## src/rtl/hazard_stall_unit.sv

```systemverilog
// ---------------------------------------------------------------------------
// hazard_stall_unit
//
// Pipeline control for the hazards that operand forwarding cannot resolve:
//   - load-use between the load in EX and a consumer in ID (1-cycle stall),
//   - a multi-cycle divider occupying EX (DIV_LATENCY-1 stall cycles and
//     then one release cycle),
//   - a taken branch or jump in EX (flush IF/ID and bubble ID/EX).
//
// Parameters:
//   DIV_LATENCY  cycles the divider occupies EX, including the release
//                cycle (1..64). A value of 1 disables divide stalls.
//
// Ports:
//   clk, rst          clock; asynchronous active-high reset
//   MemRead_IDEX      EX instruction is a load
//   rd_IDEX           EX destination register
//   rs1/rs2_IFID      ID source registers
//   uses_rs1/2_IFID   ID instruction really reads rs1/rs2
//   div_start_IDEX    EX instruction is a divide/remainder
//   branch_taken_EX   branch or jump in EX resolved as taken
//   stall_if/id/ex    hold the PC / IF/ID / ID/EX
//   bubble_ex/mem     load a NOP into ID/EX / EX/MEM
//   flush_id          load a NOP into IF/ID
//   div_busy          the divider is holding EX this cycle
//
// Optional feature, macro HAZARD_PERF_EN:
//   perf_load_stalls, perf_div_stalls, perf_flushes: 32-bit saturating
//   event counters (load-use stall cycles, divide stall cycles, flushes).
//
// All outputs are combinational from state, cnt and the current inputs,
// and are forced to 0 while rst is high.
// ---------------------------------------------------------------------------
module hazard_stall_unit #(
    parameter int DIV_LATENCY = 4
) (
    input  logic       clk,
    input  logic       rst,
    input  logic       MemRead_IDEX,
    input  logic [4:0] rd_IDEX,
    input  logic [4:0] rs1_IFID,
    input  logic [4:0] rs2_IFID,
    input  logic       uses_rs1_IFID,
    input  logic       uses_rs2_IFID,
    input  logic       div_start_IDEX,
    input  logic       branch_taken_EX,
    output logic       stall_if,
    output logic       stall_id,
    output logic       stall_ex,
    output logic       bubble_ex,
    output logic       bubble_mem,
    output logic       flush_id,
    output logic       div_busy
`ifdef HAZARD_PERF_EN
    ,
    output logic [31:0] perf_load_stalls,
    output logic [31:0] perf_div_stalls,
    output logic [31:0] perf_flushes
`endif
);

    localparam int CW = $clog2(DIV_LATENCY) + 1;
    localparam bit DIV_EN = (DIV_LATENCY > 1);
    // The start cycle is the first stall cycle, so DIV_WAIT needs
    // DIV_LATENCY-2 further stall cycles before reaching cnt==0 (release).
    localparam logic [CW-1:0] CNT_INIT = CW'(DIV_EN ? DIV_LATENCY - 2 : 0);

    typedef enum logic {
        RUN,
        DIV_WAIT
    } state_t;

    state_t          state_q, state_d;
    logic [CW-1:0]   cnt_q, cnt_d;
    logic            load_use;
    logic            ev_load;

    assign load_use = MemRead_IDEX && (rd_IDEX != 5'd0) &&
                      ((uses_rs1_IFID && (rd_IDEX == rs1_IFID)) ||
                       (uses_rs2_IFID && (rd_IDEX == rs2_IFID)));

    always_comb begin
        state_d    = state_q;
        cnt_d      = cnt_q;
        stall_if   = 1'b0;
        stall_id   = 1'b0;
        stall_ex   = 1'b0;
        bubble_ex  = 1'b0;
        bubble_mem = 1'b0;
        flush_id   = 1'b0;
        div_busy   = 1'b0;
        ev_load    = 1'b0;
        if (!rst) begin
            unique case (state_q)
                RUN: begin
                    // A divide in EX wins over everything: it cannot also be
                    // the taken branch, and it masks a stray load-use.
                    if (DIV_EN && div_start_IDEX) begin
                        stall_if   = 1'b1;
                        stall_id   = 1'b1;
                        stall_ex   = 1'b1;
                        bubble_mem = 1'b1;
                        div_busy   = 1'b1;
                        cnt_d      = CNT_INIT;
                        state_d    = DIV_WAIT;
                    end else if (branch_taken_EX) begin
                        // ID holds a wrong-path instruction, so its load-use
                        // dependency is irrelevant.
                        flush_id  = 1'b1;
                        bubble_ex = 1'b1;
                    end else if (load_use && !div_start_IDEX) begin
                        stall_if  = 1'b1;
                        stall_id  = 1'b1;
                        bubble_ex = 1'b1;
                        ev_load   = 1'b1;
                    end
                end
                DIV_WAIT: begin
                    if (cnt_q != '0) begin
                        stall_if   = 1'b1;
                        stall_id   = 1'b1;
                        stall_ex   = 1'b1;
                        bubble_mem = 1'b1;
                        div_busy   = 1'b1;
                        cnt_d      = cnt_q - CW'(1);
                    end else begin
                        // Release cycle: the divide result advances.
                        state_d = RUN;
                    end
                end
                default: state_d = RUN;
            endcase
        end
    end

    always_ff @(posedge clk or posedge rst) begin
        if (rst) begin
            state_q <= RUN;
            cnt_q   <= '0;
        end else begin
            state_q <= state_d;
            cnt_q   <= cnt_d;
        end
    end

`ifdef HAZARD_PERF_EN
    logic [31:0] perf_load_q, perf_load_d;
    logic [31:0] perf_div_q,  perf_div_d;
    logic [31:0] perf_flush_q, perf_flush_d;

    // Saturating increments: a pinned counter stays at all-ones.
    always_comb begin
        perf_load_d  = perf_load_q;
        perf_div_d   = perf_div_q;
        perf_flush_d = perf_flush_q;
        if (ev_load && (perf_load_q != 32'hFFFF_FFFF))
            perf_load_d = perf_load_q + 32'd1;
        if (div_busy && (perf_div_q != 32'hFFFF_FFFF))
            perf_div_d = perf_div_q + 32'd1;
        if (flush_id && (perf_flush_q != 32'hFFFF_FFFF))
            perf_flush_d = perf_flush_q + 32'd1;
    end

    always_ff @(posedge clk or posedge rst) begin
        if (rst) begin
            perf_load_q  <= '0;
            perf_div_q   <= '0;
            perf_flush_q <= '0;
        end else begin
            perf_load_q  <= perf_load_d;
            perf_div_q   <= perf_div_d;
            perf_flush_q <= perf_flush_d;
        end
    end

    assign perf_load_stalls = perf_load_q;
    assign perf_div_stalls  = perf_div_q;
    assign perf_flushes     = perf_flush_q;
`endif

endmodule

```

## config.mk

```make
export PLATFORM = sky130hd
export DESIGN_NAME = hazard_stall_unit
export DESIGN_NICKNAME = d
export VERILOG_FILES = /design/src/rtl/hazard_stall_unit.sv
export SDC_FILE = /design/constraint.sdc
export NUM_CORES = 1
export LEC_CHECK = 0
export BUFFER_PORTS_ARGS = -buffer_cell sky130_fd_sc_hd__buf_2
export CAP_MARGIN = 10
export CORE_AREA = 2 2 39 41
export CTS_CLUSTER_SIZE = 16
export DETAILED_ROUTE_END_ITERATION = 10
export DIE_AREA = 0 0 41 43
export PLACE_DENSITY = 0.59
export SKIP_LAST_GASP = 1
export SYNTH_ARGS = -nofsm -noshare
export SYNTH_HDL_FRONTEND = slang
export SYNTH_SLANG_ARGS = --single-unit
```

## constraint.sdc

```tcl
create_clock -name clk -period 2.5 [get_ports clk]
set_input_delay 0.125 -clock clk [delete_from_list [all_inputs] [get_ports clk]]
set_output_delay 0.125 -clock clk [all_outputs]
set_load 0.05 [all_outputs]
```

==> results of run 1 <==
## power groups by stage
stage	sequential [mW]	combinational [mW]	clock (mW)
2_1_floorplan	0.105	0.183	0
3_3_place_gp	0.110	0.222	0
3_5_place_dp	0.111	0.225	0
4_1_cts	0.111	0.226	0.0847
5_1_grt	0.114	0.249	0.0909
6_report	0.111	0.223	0.0797
## cells by family after synthesis
family,Yosys count,share of synthesized area
AO/OA/AOI/OAI,8,0.147
XOR/XNOR,10,0.215
adder cells (fa/ha/maj),2,0.0613
buffers and inverters,11,0.129
flip-flops,4,0.245
multiplexers,1,0.0276
AND/OR/NAND/NOR,12,0.175
## critical path, cell delays in order
cell	delay, ps
dlygate4sd3_1	530
buf_2	130
inv_1	200
nand2_1	150
o41ai_2	360
buf_2	320
## cell type report
type	instances	area [um2]
clock buffer	3	22.5
fill	140	798
inverter	8	30.0
multi-input combinational	33	263
sequential	4	100
tap	16	20.0
timing repair buffer	29	150
## synth_stat cells (all sizes together)
library cell  number
ha                 2
inv                8
nor2               1
mux2               1
a32oi              1
o22ai              1
dfrtp              4
o31ai              1
and2               1
xnor2              2
nand3              2
o32a               1
o41ai              2
or2                1
o21ai              2
or4                1
xor2               8
buf                3
nand2              3
nand3b             1
nor4               2
## metal layers
| layer | vias to the layer above | track usage | share of wire |
|---|---|---|---|
| li1 | 221 | - | - |
| met1 | 190 | 0.154 | 0.43 |
| met2 | 25 | 0.188 | 0.47 |
| met3 | 0 | 0.0314 | 0.095 |
| met4 | 0 | 0.0600 | 0 |
| met5 | - | 0 | 0 |
## state kept, by name, summed over array words and instances, names as in the netlist
name,count
state_q,1
cnt_q,3
## worst paths after layout
check                            to  slack, ps  cells past startpoint
hold reg to reg            cnt_q[0]        490                      1
max in group asynchronous  cnt_q[1]       1920                      3
hold / removal             cnt_q[0]        380                      3
min in group clk            state_q        410                      4
setup reg to reg           cnt_q[1]       1150                      6
setup / recovery           stall_id        560                      6
==> impl_metrics.yaml, run 1 <==
power_and_ir_drop:
  p_int_uw: 232
  combPwrFrac: 0.540
  power_uw: 413
  switching_share: 0.439
  p_leak_nw: 0.322
  switchingPower_uw: 181
  ir_drop_uv: 219
  clkPwrFrac: 0.193
  powerDensity_nw_per_um2: 706
  p_seq_frac: 0.268
logic_synthesis:
  netlist_area_um2: 408
  yosys_warnings: 0
  synth_top_area_share: 0.245
  syn_nets: 72
  synthCells: 48
  synth_area_leader_cell: "dfrtp_1"
  ys_seq_area_frac: 0.245
  ys_types: 22
  ys_top_cells_by_area: "dfrtp_1, xor2_1, inv_1"
  syn_area_per_cell_um2: 8.50
  synth_seq_cells: 4
clocking:
  clk_latency_ps: 230
  htreeDepth: 1
  cts_root_buf: "clkbuf_4"
  postCtsHoldBufs: 1
  cts_buffer_depth: 2
  cts_setup_buffers: 0
  cts.clk_slew.worst_paths_ps: 40
  numCtsBuffers: 3
  post_cts_resized: 0
  clock_sinks: 4
  cts_tree: "done"
worst_hold_path:
  hold_class: "input pin to async pin"
routing:
  drt_wl_total_um: 887
  wl_per_cell_um: 9.54
  ant_nets: 0
  drt_iter0_drc: 1
  drtPass1Iterations: 2
  drc: 0
  avgViaCountPerCell: 4.69
  vias: 436
sta:
  worst_pin_slew_ps: 308
  fin_setup_tns_ps: 0
  fmax_mhz: 515
  fin_crit_sh: 0.776
  setup_viol: 0
  fin_crit_ps: 1940
  slew_viol_final: 0
  rsz0062_at_grt: "false"
  setup_ws_ps: 559
  hold_viol: 0
  hold_ws_ps: 376
  clock_skew_ps: 3.55
  relSlewSlack: 0.792
final_layout:
  area_growth_syn_to_layout_pct: 43.6
  antenna_cells: 0
  mostFrequentLayoutCell: "buf_2"
  layout_common_cells: "buf_2, inv_1, xor2_1"
  post-route-util: 0.423
  drive_gt1_frac: 0.455
  layoutNonFillerInstCount: 93
  final_area_um2: 586
  fin_nets: 103
setup_path:
  critPathArrivalTime_ps: 1820
  crit_required_ps: 2380
  crit_start: "rst"
  worstSetupEndpointType: "output pin"
  cp-start-kind: "input pin"
  path_class: "input pin to output pin"
  cp_max_fo: 8
  timing.rr.start: "cnt_q[0]"
die:
  die_h_um: 43
  start_util: 0.295
  ios: 29
  die-area_um2: 1760
  rows: 14
  coreArea_um2: 1380
  dieWidth_um: 41
global_routing:
  grt_max_degree: 9
  antenna_found_initial: 0
  gr-usage-all-layers: 0.123
  grt_pass1_vias: 413
  overflow: 0
  grt_first_pass_wirelength_um: 1500
job:
  cap_violations: 0
placement:
  numPortBuffers: 28
  hpwl_um: 789
  gp_congestion: 0.665
  place_area_um2: 553
  dp_cells: 89
  post-place-ws_ps: 856
outcome:
  status: "completed"
Note: power is estimated with default switching activity, not from simulation.
==> run 2, diff against run 1 <==
--- a/config.mk
+++ b/config.mk
@@ -5,13 +5,14 @@
 export SDC_FILE = /design/constraint.sdc
 export NUM_CORES = 1
 export LEC_CHECK = 0
+export ABC_AREA = 1
 export BUFFER_PORTS_ARGS = -buffer_cell sky130_fd_sc_hd__buf_2
 export CAP_MARGIN = 10
-export CORE_AREA = 2 2 39 41
+export CORE_MARGIN = 2
+export CORE_UTILIZATION = 37
 export CTS_CLUSTER_SIZE = 16
 export DETAILED_ROUTE_END_ITERATION = 10
-export DIE_AREA = 0 0 41 43
-export PLACE_DENSITY = 0.59
+export PLACE_DENSITY = 0.68
 export SKIP_LAST_GASP = 1
 export SYNTH_ARGS = -nofsm -noshare
 export SYNTH_HDL_FRONTEND = slang
==> constraint.sdc (replaced) <==
create_clock -name clk -period 1.6 [get_ports clk]
set_input_delay 0.08 -clock clk [delete_from_list [all_inputs] [get_ports clk]]
set_output_delay 0.08 -clock clk [all_outputs]
set_load 0.05 [all_outputs]
==> run 2 against run 1 <==
Via count grew 39%. First-iteration DRC count rose to 4.0 times the previous value. Critical path depth rose by 2. Largest cell class unchanged. Non-clock buffer count is 2 higher. Routed wire length grew 30%. Synthesized area up 21%. Register-to-register slack worse by 950 ps.
==> impl_metrics.yaml, run 2 <==
outcome:
  status: "completed"
global_routing:
  antenna_found_initial: 0
  overflow: 0
  gr-usage-all-layers: 0.170
  grt_pass1_vias: 478
  grt_max_degree: 8
  grt_first_pass_wirelength_um: 1790
die:
  coreArea_um2: 1270
  die-area_um2: 1640
  start_util: 0.390
  ios: 29
  rows: 13
  die_h_um: 40.5
  dieWidth_um: 40.5
setup_path:
  critPathArrivalTime_ps: 1410
  critPathMaxStageDelay_ps: 330
  crit_required_ps: 1520
  cp_max_fo: 4
  path_class: "register to output pin"
  slowest_stage: "dfrtp_1"
  crit_start: "cnt_q[0]"
  reg2reg_depth: 9
  cp-start-kind: "register"
  worstPathCellList: "inv_2 -> ha_2 -> nand3_2 -> nand2_2 -> nor2_2 -> nand3_2 -> nand2_8 -> buf_8"
  timing.rr.start: "cnt_q[0]"
  crit_top_cell: "nand3_2"
  worstSetupEndpointType: "output pin"
logic_synthesis:
  synth_ff_type: "dfrtp_1"
  netlist_area_um2: 494
  syn_nets: 117
  synthArstFlopShare: 1.00
  yosys_warnings: 0
  ys_types: 13
  synth_area_leader_cell: "nand2_1"
  synth_edf_count: 0
  syn_area_per_cell_um2: 5.31
  synth_most_common_cell: "nand2_1"
  ys_seq_area_frac: 0.203
  synth_common_cells: "nand2_1, inv_1, nor2_1, nand3_1, dfrtp_1"
  synth_top_area_share: 0.273
  synth_seq_cells: 4
  ys_top_cells_by_area: "nand2_1, dfrtp_1, inv_1"
  synthCells: 93
worst_hold_path:
  hold_class: "input pin to register"
  min_from: "rst"
  min_path_cells: 3
power_and_ir_drop:
  powerDensity_nw_per_um2: 1120
  power_uw: 820
  p_leak_nw: 0.483
  ir_drop_uv: 429
routing:
  drtPass1Iterations: 4
  dr_wl_met3_um: 53
  ant_nets: 0
  top_layer: "met4"
  drt_wl_total_um: 1150
  drc: 0
  vias: 604
  avgViaCountPerCell: 4.35
  wl_per_cell_um: 8.27
  wl_met1_um: 521
  drt_iter0_drc: 4
  wl_met2_um: 559
sta:
  slew_viol_final: 0
  hold_ws_ps: 98.8
  worst_pin_slew_ps: 239
  setup_viol: 0
  rsz0062_at_grt: "false"
  setup_ws_ps: 106
  fin_setup_tns_ps: 0
  fmax_mhz: 669
  fin_crit_sh: 0.934
  relSlewSlack: 0.841
  hold_viol: 0
  clock_skew_ps: 7.30
  fin_crit_ps: 1490
final_layout:
  antenna_cells: 0
  fin_nets: 150
  seqCellArea_um2: 100
  mostFrequentLayoutCell: "nand2_1"
  layout_common_cells: "nand2_1, buf_2, inv_1"
  drive_gt1_frac: 0.347
  area_growth_syn_to_layout_pct: 48.6
  nFillCells: 141
  multiInputGateArea_um2: 329
  post-route-util: 0.579
  regMostFlops: "cnt_q"
  reg_top3: "cnt_q: 3 flops, state_q: 1 flops"
  largest_reg_flops: 3
placement:
  post-place-ws_ps: 134
  gp_congestion: 0.668
  hpwl_um: 940
  numPortBuffers: 28
clocking:
  cts_tree: "done"
  cts_buffer_depth: 2
  clk_latency_ps: 240
  cts.clk_slew.worst_paths_ps: 40
  cts_root_buf: "clkbuf_4"
  htreeDepth: 1
  clock_sinks: 4
  numCtsBuffers: 3
job:
  cap_violations: 0
run 2: cell types whose count changed in the layout (fill, tap and decap cells not counted), moves of 2 or more:
| cell | change |
|---|---|
| buf_2 | -2 |
| buf_4 | +2 |
| buf_8 | +2 |
| inv_1 | +11 |
| inv_2 | +2 |
| nand2_1 | +32 |
| nand3_1 | +4 |
| nand3_2 | +2 |
| nor2_1 | +9 |
| xnor2_1 | -2 |
| xor2_1 | -7 |
run 2: final cells by class:
type,count,share of cell area
Clock buffer,3,0.0307
Inverter,21,0.107
Multi-Input combinational cell,65,0.448
Sequential cell,4,0.136
Tap cell,15,0.0256
Timing Repair Buffer,31,0.252
run 2: repair_timing:
item | 4_1_cts | 5_1_grt
setup buffers | 1 | 1
pin swaps | 1 | 3
gates resized for setup | 3 | 9
setup endpoints to repair | 2 | 7
hold buffers | 1 | 0
hold endpoints to repair | 4 | 0
cloned | 0 | 0
run 2: metrics by stage:
stage	std cells	instance area (um2)
floorplan	93	518
global placement	133	647
detailed placement	133	647
CTS	138	697
global route	139	734
finish	139	734
run 2: worst paths after layout:
path                             to  slack, ps
setup / recovery           stall_if        110
hold reg to reg            cnt_q[1]        550
max in group asynchronous  cnt_q[1]       1060
setup reg to reg           cnt_q[0]        200
hold / removal              state_q        100
min in group asynchronous  cnt_q[2]        350
run 2: report_power, final:
| group | switching [mW] | internal, mW | total [mW] |
|---|---|---|---|
| combinational | 0.324 | 0.191 | 0.515 |
| sequential | 0.0317 | 0.145 | 0.176 |
| clock | 0.0449 | 0.0842 | 0.129 |
run 2: cells by family (layout without fill, tap and decap cells):
| logic type | count (synthesis) | after routing | share of synthesized area |
|---|---|---|---|
| XOR/XNOR | 1 | 1 | 0.0177 |
| adder cells (fa/ha/maj) | 2 | 2 | 0.0506 |
| AO/OA/AOI/OAI | 4 | 4 | 0.0405 |
| AND/OR/NAND/NOR | 58 | 58 | 0.484 |
| buffers and inverters | 24 | 55 | 0.205 |
| flip-flops | 4 | 4 | 0.203 |
run 2: critical path: cells and delay by family (launching register included):
family	cells	cell delay, ps
simple gates	5	470
flops	1	330
buf+inv	2	190
fa+ha+maj	1	180
run 2: routing by layer:
metal | track usage | vias up
met5 | 0 | -
met4 | 0.100 | 0
met3 | 0.0500 | 2
met2 | 0.274 | 19
met1 | 0.197 | 248
li1 | - | 335
